==> config.mk <==
export PLATFORM = sky130hd
export DESIGN_NAME = servo_slew_ctrl
export DESIGN_NICKNAME = d
export VERILOG_FILES = /design/src/rtl/servo_pkg.sv /design/src/rtl/servo_step_calc.sv /design/src/rtl/servo_slew_ctrl.sv
export SDC_FILE = /design/constraint.sdc
export NUM_CORES = 1
export LEC_CHECK = 0
export CAP_MARGIN = 20
export CORE_ASPECT_RATIO = 0.75
export CORE_MARGIN = 2
export CORE_UTILIZATION = 59
export DETAILED_ROUTE_END_ITERATION = 8
export DONT_BUFFER_PORTS = 1
export PLACE_DENSITY_LB_ADDON = 0.15
export SLEW_MARGIN = 20
export SYNTH_ARGS = -nofsm -noshare
export SYNTH_HDL_FRONTEND = slang
export SYNTH_SLANG_ARGS = --single-unit
==> constraint.sdc <==
create_clock -name clk -period 4.5 [get_ports clk]
set_clock_uncertainty 0.2 [all_clocks]
set_input_delay 0.45 -clock clk [delete_from_list [all_inputs] [get_ports clk]]
set_output_delay 0.45 -clock clk [all_outputs]
set_load 0.03 [all_outputs]
==> src/rtl/servo_pkg.sv <==
// Shared definitions for the servo slew controller.
//   - default geometry of the angle datapath (width, limits, home position)
//   - default settle period and counter width
//   - FSM state encoding used by servo_slew_ctrl
//   - norm_step(): a zero step request is treated as one degree per frame
package servo_pkg;

   localparam int unsigned ANGLE_W_DEF       = 9;
   localparam int unsigned MAX_ANGLE_DEF     = 180;
   localparam int unsigned HOME_ANGLE_DEF    = 90;
   localparam int unsigned SETTLE_FRAMES_DEF = 25;
   localparam int unsigned SETTLE_W_DEF      = 8;
   localparam int unsigned STEP_W            = 4;

   typedef enum logic [1:0] {
      S_IDLE   = 2'd0,
      S_MOVE   = 2'd1,
      S_SETTLE = 2'd2
   } servo_state_t;

   function automatic logic [STEP_W-1:0] norm_step(input logic [STEP_W-1:0] s);
      return (s == '0) ? STEP_W'(1) : s;
   endfunction

endpackage

==> src/rtl/servo_step_calc.sv <==
// Combinational one-frame slew step.
// Moves angle toward target by at most step degrees. When the remaining
// distance fits inside one step the result lands exactly on target and
// reached is raised, so the output can never overshoot the target (and
// therefore never leaves the 0..target / target..angle range).
//
// Ports
//   angle     in   ANGLE_W  present commanded angle
//   target    in   ANGLE_W  destination angle (already clamped)
//   step      in   STEP_W   maximum move this frame (already >= 1)
//   angle_nx  out  ANGLE_W  angle after this frame's move
//   reached   out  1        target reached with this move
module servo_step_calc
   import servo_pkg::*;
#(
   parameter int unsigned ANGLE_W = ANGLE_W_DEF
)(
   input  logic [ANGLE_W-1:0] angle,
   input  logic [ANGLE_W-1:0] target,
   input  logic [STEP_W-1:0]  step,
   output logic [ANGLE_W-1:0] angle_nx,
   output logic               reached
);

   logic             up;
   logic [ANGLE_W:0] diff;
   logic [ANGLE_W:0] step_wide;
   logic [ANGLE_W-1:0] step_ang;

   always_comb begin
      up        = target > angle;
      // one extra bit so the magnitude is computed without wrap
      diff      = up ? ({1'b0, target} - {1'b0, angle})
                     : ({1'b0, angle}  - {1'b0, target});
      step_wide = {{(ANGLE_W + 1 - STEP_W){1'b0}}, step};
      step_ang  = {{(ANGLE_W - STEP_W){1'b0}}, step};
      reached   = diff <= step_wide;
      if (reached) begin
         angle_nx = target;
      end else if (up) begin
         angle_nx = angle + step_ang;
      end else begin
         angle_nx = angle - step_ang;
      end
   end

endmodule

==> src/rtl/servo_slew_ctrl.sv <==
// Single-servo slew sequencer.
// Accepts a target angle over a valid/ready handshake, then walks angle_out
// toward it by at most one step per 20 ms frame (frame_tick), so the PWM
// compare value only ever changes on a frame boundary. After reaching the
// target it holds for SETTLE_FRAMES frames and pulses done. cmd_abort stops
// motion where it is without a done pulse. All outputs are registered.
//
// Ports
//   clk         in   1        system clock
//   clr         in   1        asynchronous active-high reset
//   frame_tick  in   1        one-cycle pulse per PWM frame
//   cmd_valid   in   1        command present
//   cmd_ready   out  1        command can be accepted (IDLE only)
//   cmd_angle   in   ANGLE_W  target angle, clamped to MAX_ANGLE
//   cmd_step    in   STEP_W   degrees per frame, 0 means 1
//   cmd_abort   in   1        stop motion at the current angle
//   angle_out   out  ANGLE_W  commanded angle to the angle decoder
//   busy        out  1        moving or settling
//   done        out  1        one-cycle pulse at end of settle
//   clamp_err   out  1        one-cycle pulse after a clamped command
//
// state    | meaning
// ---------+-------------------------------------------------------------
// S_IDLE   | waiting for a command, cmd_ready high
// S_MOVE   | stepping angle_out toward target on each frame_tick
// S_SETTLE | holding at target, counting frames down to done
module servo_slew_ctrl
   import servo_pkg::*;
#(
   parameter int unsigned ANGLE_W       = ANGLE_W_DEF,
   parameter int unsigned MAX_ANGLE     = MAX_ANGLE_DEF,
   parameter int unsigned HOME_ANGLE    = HOME_ANGLE_DEF,
   parameter int unsigned SETTLE_FRAMES = SETTLE_FRAMES_DEF,
   parameter int unsigned SETTLE_W      = SETTLE_W_DEF
)(
   input  logic               clk,
   input  logic               clr,
   input  logic               frame_tick,
   input  logic               cmd_valid,
   output logic               cmd_ready,
   input  logic [ANGLE_W-1:0] cmd_angle,
   input  logic [STEP_W-1:0]  cmd_step,
   input  logic               cmd_abort,
   output logic [ANGLE_W-1:0] angle_out,
   output logic               busy,
   output logic               done,
   output logic               clamp_err
);

   localparam logic [ANGLE_W-1:0]  MAX_A    = ANGLE_W'(MAX_ANGLE);
   localparam logic [ANGLE_W-1:0]  HOME_A   = ANGLE_W'(HOME_ANGLE);
   localparam logic [SETTLE_W-1:0] SETTLE_N = SETTLE_W'(SETTLE_FRAMES);
   localparam logic [SETTLE_W-1:0] CNT_ONE  = SETTLE_W'(1);

   servo_state_t        state, state_nx;
   logic [ANGLE_W-1:0]  target, target_nx;
   logic [STEP_W-1:0]   step, step_nx;
   logic [SETTLE_W-1:0] cnt, cnt_nx;
   logic [ANGLE_W-1:0]  angle_nx;
   logic                done_nx;
   logic                clamp_nx;
   logic                clamped;
   logic [ANGLE_W-1:0]  target_in;
   logic [ANGLE_W-1:0]  calc_angle;
   logic                calc_reached;

   servo_step_calc #(
      .ANGLE_W (ANGLE_W)
   ) u_step_calc (
      .angle    (angle_out),
      .target   (target),
      .step     (step),
      .angle_nx (calc_angle),
      .reached  (calc_reached)
   );

   always_comb begin
      state_nx  = state;
      target_nx = target;
      step_nx   = step;
      cnt_nx    = cnt;
      angle_nx  = angle_out;
      done_nx   = 1'b0;
      clamp_nx  = 1'b0;
      clamped   = cmd_angle > MAX_A;
      target_in = clamped ? MAX_A : cmd_angle;

      case (state)
         S_IDLE: begin
            // frame_tick on the accept edge is deliberately ignored
            if (cmd_valid && cmd_ready) begin
               target_nx = target_in;
               step_nx   = norm_step(cmd_step);
               clamp_nx  = clamped;
               if (target_in == angle_out) begin
                  state_nx = S_SETTLE;
                  cnt_nx   = SETTLE_N;
               end else begin
                  state_nx = S_MOVE;
               end
            end
         end

         S_MOVE: begin
            // abort has priority over a coincident frame_tick
            if (cmd_abort) begin
               state_nx = S_IDLE;
            end else if (frame_tick) begin
               angle_nx = calc_angle;
               if (calc_reached) begin
                  state_nx = S_SETTLE;
                  cnt_nx   = SETTLE_N;
               end
            end
         end

         S_SETTLE: begin
            if (cmd_abort) begin
               state_nx = S_IDLE;
            end else if (cnt == '0) begin
               // only reachable with a zero-length settle period
               state_nx = S_IDLE;
               done_nx  = 1'b1;
            end else if (frame_tick) begin
               cnt_nx = cnt - CNT_ONE;
               if (cnt == CNT_ONE) begin
                  state_nx = S_IDLE;
                  done_nx  = 1'b1;
               end
            end
         end

         default: begin
            state_nx = S_IDLE;
         end
      endcase
   end

   always_ff @(posedge clk or posedge clr) begin
      if (clr) begin
         state     <= S_IDLE;
         target    <= HOME_A;
         step      <= STEP_W'(1);
         cnt       <= '0;
         angle_out <= HOME_A;
         cmd_ready <= 1'b1;
         busy      <= 1'b0;
         done      <= 1'b0;
         clamp_err <= 1'b0;
      end else begin
         state     <= state_nx;
         target    <= target_nx;
         step      <= step_nx;
         cnt       <= cnt_nx;
         angle_out <= angle_nx;
         cmd_ready <= (state_nx == S_IDLE);
         busy      <= (state_nx != S_IDLE);
         done      <= done_nx;
         clamp_err <= clamp_nx;
      end
   end

endmodule
Yosys cells after proc, flatten, opt, wreduce, memory -nomap -nowiden --
Index checks and enable logic that the tools add are counted.
Storage, ports and cells: bits in registers 36, input bits 18, output and inout port bits 13, word-level logic and storage cells 71
Operators by class: add/subtract/negate cells 5, $lt $le $gt $ge 3, equality and inequality tests 12, mux-type cells 31, bitwise gates (word level) 1, reduce and logical (&&, ||, !) cells 10
Operators by type and width (count):
- $mux W8 | 8
- $mux W9 | 3
- $pmux W8 S3 | 1
- $sub A9 B9 Y10 | 2
- $mux W2 | 9
- $ne A2 B2 Y1 const B | 8
- $le A10 B4 Y1 | 1
- $mux W10 | 1
- $add A9 B4 Y9 | 1
- $eq A9 B9 Y1 | 1
- $gt A9 B8 Y1 const B | 1
- $gt A9 B9 Y1 | 1
- $reduce_and A9 Y1 | 1
- $sub A9 B4 Y9 | 1
- $eq A8 B1 Y1 const B | 1
- $logic_not A8 Y1 | 1
- $sub A8 B1 Y8 const B | 1
- $mux W1 | 7
- $pmux W2 S3 | 1
- $logic_not A2 Y1 | 2
- $logic_not A4 Y1 | 1
- $mux W4 | 1
- $reduce_and A3 Y1 | 1
- $reduce_bool A3 Y1 | 1
- other kinds (6) | 6

Longest topological paths before layout --
depth after elaboration 8, gate-level depth with buffers 19, mapped depth without buffers 18

Hierarchy --
Synthesis repeated with hierarchy kept, for this count alone.
Second synthesis, totals: cells, all modules 406, area total of the unflattened synthesis 3442.1 um^2
Modules (own cells, without submodules):
- servo_slew_ctrl | instances 1, cells each 202, area each 1894.3 um^2, sequential area each 913.4 um^2
- servo_step_calc | instances 1, cells each 204, area each 1547.7 um^2, sequential area each 0.0 um^2

Worst setup path before layout --
Ideal clock, no wire load.
path type register to register, start point register angle_out[1], end point register angle_out[2], library setup time 101 ps, arrival time 4145 ps, data required time 4199 ps, setup slack 55 ps, cell stages (with the launch flop) 18, buffers on the path 1, clock period less this slack 4445 ps, cell sequence dfstp_2 inv_1 fa_1 a21o_1 a221oi_4 a211oi_4 mux2i_1 a221oi_1 o21ai_0 xor2_1 ha_1 a21oi_1 o21ai_0 a211oi_1 o2111ai_2 and2_1 buf_6 o311ai_2
On the way: longest elaborated chain between the ends 4, elaborated cells between the ends (all ways) 9, those cells by class add/sub (4); order compare (2); mux (3)
Ends and longest elaborated chain:
- start, declared | RTL line servo_slew_ctrl.sv:44 | output logic [ANGLE_W-1:0] angle_out,
- start signal, assigned | RTL line servo_slew_ctrl.sv:155 | angle_out <= angle_nx;
- $sub A9 B9 Y10, or another cell as far along | RTL line servo_step_calc.sv:34 | : ({1'b0, angle} - {1'b0, target});
- $mux W10 | RTL line servo_step_calc.sv:33 | diff = up ? ({1'b0, target} - {1'b0, angle})
- $le A10 B4 Y1 | RTL line servo_step_calc.sv:37 | reached = diff <= step_wide;
- $mux W9 * | RTL line servo_step_calc.sv:38 | if (reached) begin
Mark *: on every way between the ends. The rest lies on a longest branch, timed or not. A chain may end at the register's enable or synchronous reset.

Worst setup path in the final report --
start point register angle_out[0], end point register cnt[1]
On the way: longest elaborated chain between the ends 5, elaborated cells between the ends (all ways) 9, those cells by class add/sub (2); order compare (2); eq/ne (3); mux (1); reduce/logical (1)
Ends and longest elaborated chain:
- $sub A9 B9 Y10, or another cell as far along | RTL line servo_step_calc.sv:34
- $mux W10 | RTL line servo_step_calc.sv:33
- $le A10 B4 Y1 | RTL line servo_step_calc.sv:37
- $ne A2 B2 Y1 (no source line)
- $reduce_and A9 Y1 (no source line) *
- end signal, assigned | RTL line servo_slew_ctrl.sv:154 | cnt <= cnt_nx;
- end, declared | RTL line servo_slew_ctrl.sv:58 | logic [SETTLE_W-1:0] cnt, cnt_nx;
Marks and branches as above.

==> metrics.csv <==
metric;value;unit
cts_sinks;36;
r2r-start;angle_out[0]$_DFFE_PP0P_;
p_total;3382;uW
fin_crit_sh;0.9658;
cp_slowest_cell;dfrtp_1;
cts_buffers;5;
core;5736;sq um
die_x;92.49;um
finalWirelength;9737;um
synthesis.area;3465;sq um
yosysSeqAreaShare;0.2636;
max-cap-violations;0;
setup_violations;0;
gp_congestion;0.9935;
start_util;0.6041;
cpMostUsedCell;buf_4;
path_class;reg -> reg;
chipHeight;70.37;um
worstPathMaxFanout;8;
cts_tree;yes;
r2r_cells;21;
crit_arrival;4310;ps
ys_async_sr_fraction;1.000;
core.rowCount;24;
avgSynthCellArea;8.308;sq um
viasPerCell;6.352;
min_path_cells;1;
root_buffer;clkbuf_8;
ant_nets;0;
max_stage_delay;380;ps
p_seq_frac;0.182;
setup-tns-final;0;ps
io_pins;31;
antenna_found_initial;0;
drt_iter0_drc;277;
ys_types;63;
min_to;done$_DFF_PP0_;
status;completed;
cts_htree_levels;2;
hold_start;cmd_abort;
start_kind;register;
rrSetupSlack;150;ps
drc;0;
hold_viol;0;
diodes;0;
clk_path_buf_depth;2;
yosys_warnings;0;
grt_usage;0.3036;
first_pass_iters;5;
power_switching;1720;uW
p_int;1662;uW
num_vias;3303;
io_buffers;0;
r2r-end;cnt[1]$_DFFE_PP0P_;
path_clk_slew;80;ps
grt_max_degree;37;
peakVddDrop;0.4589;mV
wl_per_cell;18.73;um
p_comb_frac;0.745;
crit_path_cell_trace;buf_4, ha_4, inv_1, fa_2, a21o_1, a221oi_4, a211oi_4, mux2i_1, a221oi_1, o21ai_1, xor2_1, ha_1, a21oi_2, o21ai_1, buf_4, a211oi_4, o2111ai_2, buf_4, nand3_2, buf_6, o221ai_1;
grt_pass1_vias;3047;
grt_overflow;0;
grt_pass1_wl;15510;um
finalNetCount;496;
p_sw_frac;0.5086;
worstSkewPairLatency;290;ps
p_leak;0.001681;uW
max_freq;0.2301;GHz
synth_nets;472;
die-area;6508;sq um
hp-class;in -> reg;
synth_edf_count;0;
pwr-share-clk;0.073;
pwr_density_cell;867.2;nW/um^2
finalCriticalPeriod;4346;ps
drive_gt1_frac;0.1855;
crit_required;4470;ps
dp_hpwl;7492;um
synthFlopType;dfrtp_1;
area_delta_synth_final;12.57;%
slew_headroom;0.4822;
crit_path_end_kind;register;
synth_cells;417;
final_max_slew_viol_count;0;
worst_pin_slew;776.8;ps
ys_ff_latch;36;
state kept, by name (all words and copies together), names as in the netlist:
| register | cells |
|---|---|
| angle_out | 9 |
| target | 9 |
| cnt | 8 |
| step | 4 |
| state | 2 |
| busy | 1 |
| clamp_err | 1 |
| cmd_ready | 1 |
| done | 1 |
logic make-up (layout without fill, tap and decap cells):
kind of cell,Yosys count,in the layout,synth area share
adders and majority gates,37,37,0.1401
AOI/OAI and AO/OA,131,131,0.2766
and+or+nand+nor,141,141,0.2037
buffers and inverters,53,78,0.06501
xor gates and xnor gates,13,13,0.03286
DFF,36,36,0.2636
muxes,6,6,0.01806
layer usage:
metal,vias up,global-route usage,share of wire
met1,1578,0.4603,0.47
met3,18,0.06904,0.082
li1,1556,-,-
met5,-,0,0
met4,0,0.06136,0.014
met2,151,0.4420,0.44
power by group through the flow:
stage                     clock network (uW)  logic (uW)  registers (uW)
after floorplan                            0        1630             674
after global placement                     0        2230             610
after detailed placement                   0        2270             611
after CTS                                248        2290             605
after global routing                     262        2760             629
final                                    246        2520             617
what timing repair did:
action	4_1_cts	5_1_grt
hold buffers	1	0
resized for setup	0	22
hold endpoints to repair	26	0
endpoints found under the setup margin	0	19
setup buffers	0	9
cell usage in the layout, fill, tap and decap left out, types with 4 or more instances in the layout:
| cell type | synthesis | routed |
|---|---|---|
| nand4_1 | 7 | 7 |
| and3_1 | 11 | 9 |
| nor3_1 | 15 | 15 |
| a21o_1 | 11 | 11 |
| nand2_1 | 35 | 35 |
| buf_4 | 1 | 27 |
| dfstp_2 | 10 | 10 |
| a211oi_1 | 8 | 6 |
| xnor2_1 | 10 | 10 |
| dfrtp_1 | 26 | 26 |
| clkbuf_8 | 0 | 6 |
| o21ai_1 | 2 | 4 |
| o211ai_1 | 12 | 12 |
| nor2b_1 | 9 | 9 |
| nor2_1 | 29 | 29 |
| a31oi_1 | 5 | 5 |
| nor4_1 | 4 | 4 |
| mux2i_1 | 4 | 4 |
| o21ai_0 | 29 | 27 |
| nand2b_1 | 4 | 4 |
| a21oi_1 | 28 | 27 |
| inv_1 | 38 | 36 |
| nand3_1 | 12 | 11 |
| ha_1 | 34 | 31 |
per-stage QoR:
| stage | setup slack [ps] | instance area, sq um | utilization | std cells | hold slack (ps) |
|---|---|---|---|---|---|
| floorplan | 54.85 | 3465 | - | 417 | 275.3 |
| global placement | 154.5 | 3637 | 0.6342 | 501 | 279.1 |
| detailed placement | 43.25 | 3637 | 0.6342 | 501 | 278.3 |
| CTS | 10.59 | 3741 | 0.6523 | 510 | 44.17 |
| global route | -66.77 | 3900 | 0.6800 | 520 | 34.73 |
| finish | 154.0 | 3900 | 0.6800 | 520 | 47.74 |
critical path, delay by kind of cell, from the launching register on:
kind	cells	cell delay (ps)
AO/OA/AOI/OAI	10	1790
adder cells (fa/ha/maj)	3	810
buffers and inverters	5	680
flip-flops	1	380
XOR/XNOR	1	150
multiplexers	1	140
AND/OR/NAND/NOR	1	80
how the worst max path moves through the flow:
stage                                   from                        to  slack [ps]  depth (start not counted)
floorplan           angle_out[1]$_DFFE_PP1P_  angle_out[2]$_DFFE_PP0P_          50                         17
global placement       target[0]$_DFFE_PP0P_  angle_out[3]$_DFFE_PP1P_         150                         19
detailed placement     target[0]$_DFFE_PP0P_  angle_out[8]$_DFFE_PP0P_          40                         19
CTS                    target[0]$_DFFE_PP0P_  angle_out[8]$_DFFE_PP0P_          10                         19
global route           target[0]$_DFFE_PP0P_        cnt[1]$_DFFE_PP0P_         -70                         21
finish              angle_out[0]$_DFFE_PP0P_        cnt[1]$_DFFE_PP0P_         150                         21
area by class of cell:
cell class                      count  area, sq um
Timing Repair Buffer               32        251.5
Fill cell                         465         1836
Clock buffer                        7        86.33
Tap cell                           78        97.59
Inverter                           38        142.6
Clock inverter                      1        7.507
Multi-Input combinational cell    328         2401
Sequential cell                    36        913.4
synth_stat cells (all sizes together), types with 3 or more instances:
cell	n	share of area
nand2b	4	0.0072
inv	38	0.041
nor2	29	0.031
a21oi	28	0.040
a211oi	11	0.030
a31oi	5	0.0090
clkbuf	6	0.0065
nor2b	9	0.016
nor3	15	0.022
fa	3	0.017
o211ai	13	0.030
dfrtp	26	0.19
nor4	4	0.0072
nand2	35	0.038
buf	9	0.017
a221oi	6	0.024
ha	34	0.12
a21o	11	0.024
mux2i	4	0.012
and3	11	0.020
dfstp	10	0.076
nand4	7	0.013
or3	3	0.0069
o21a	3	0.0065
xnor2	10	0.025
o21ai	32	0.047
xor2	3	0.0076
nand3	12	0.017
and2	3	0.0054
Note: power is estimated with default switching activity, not from simulation.
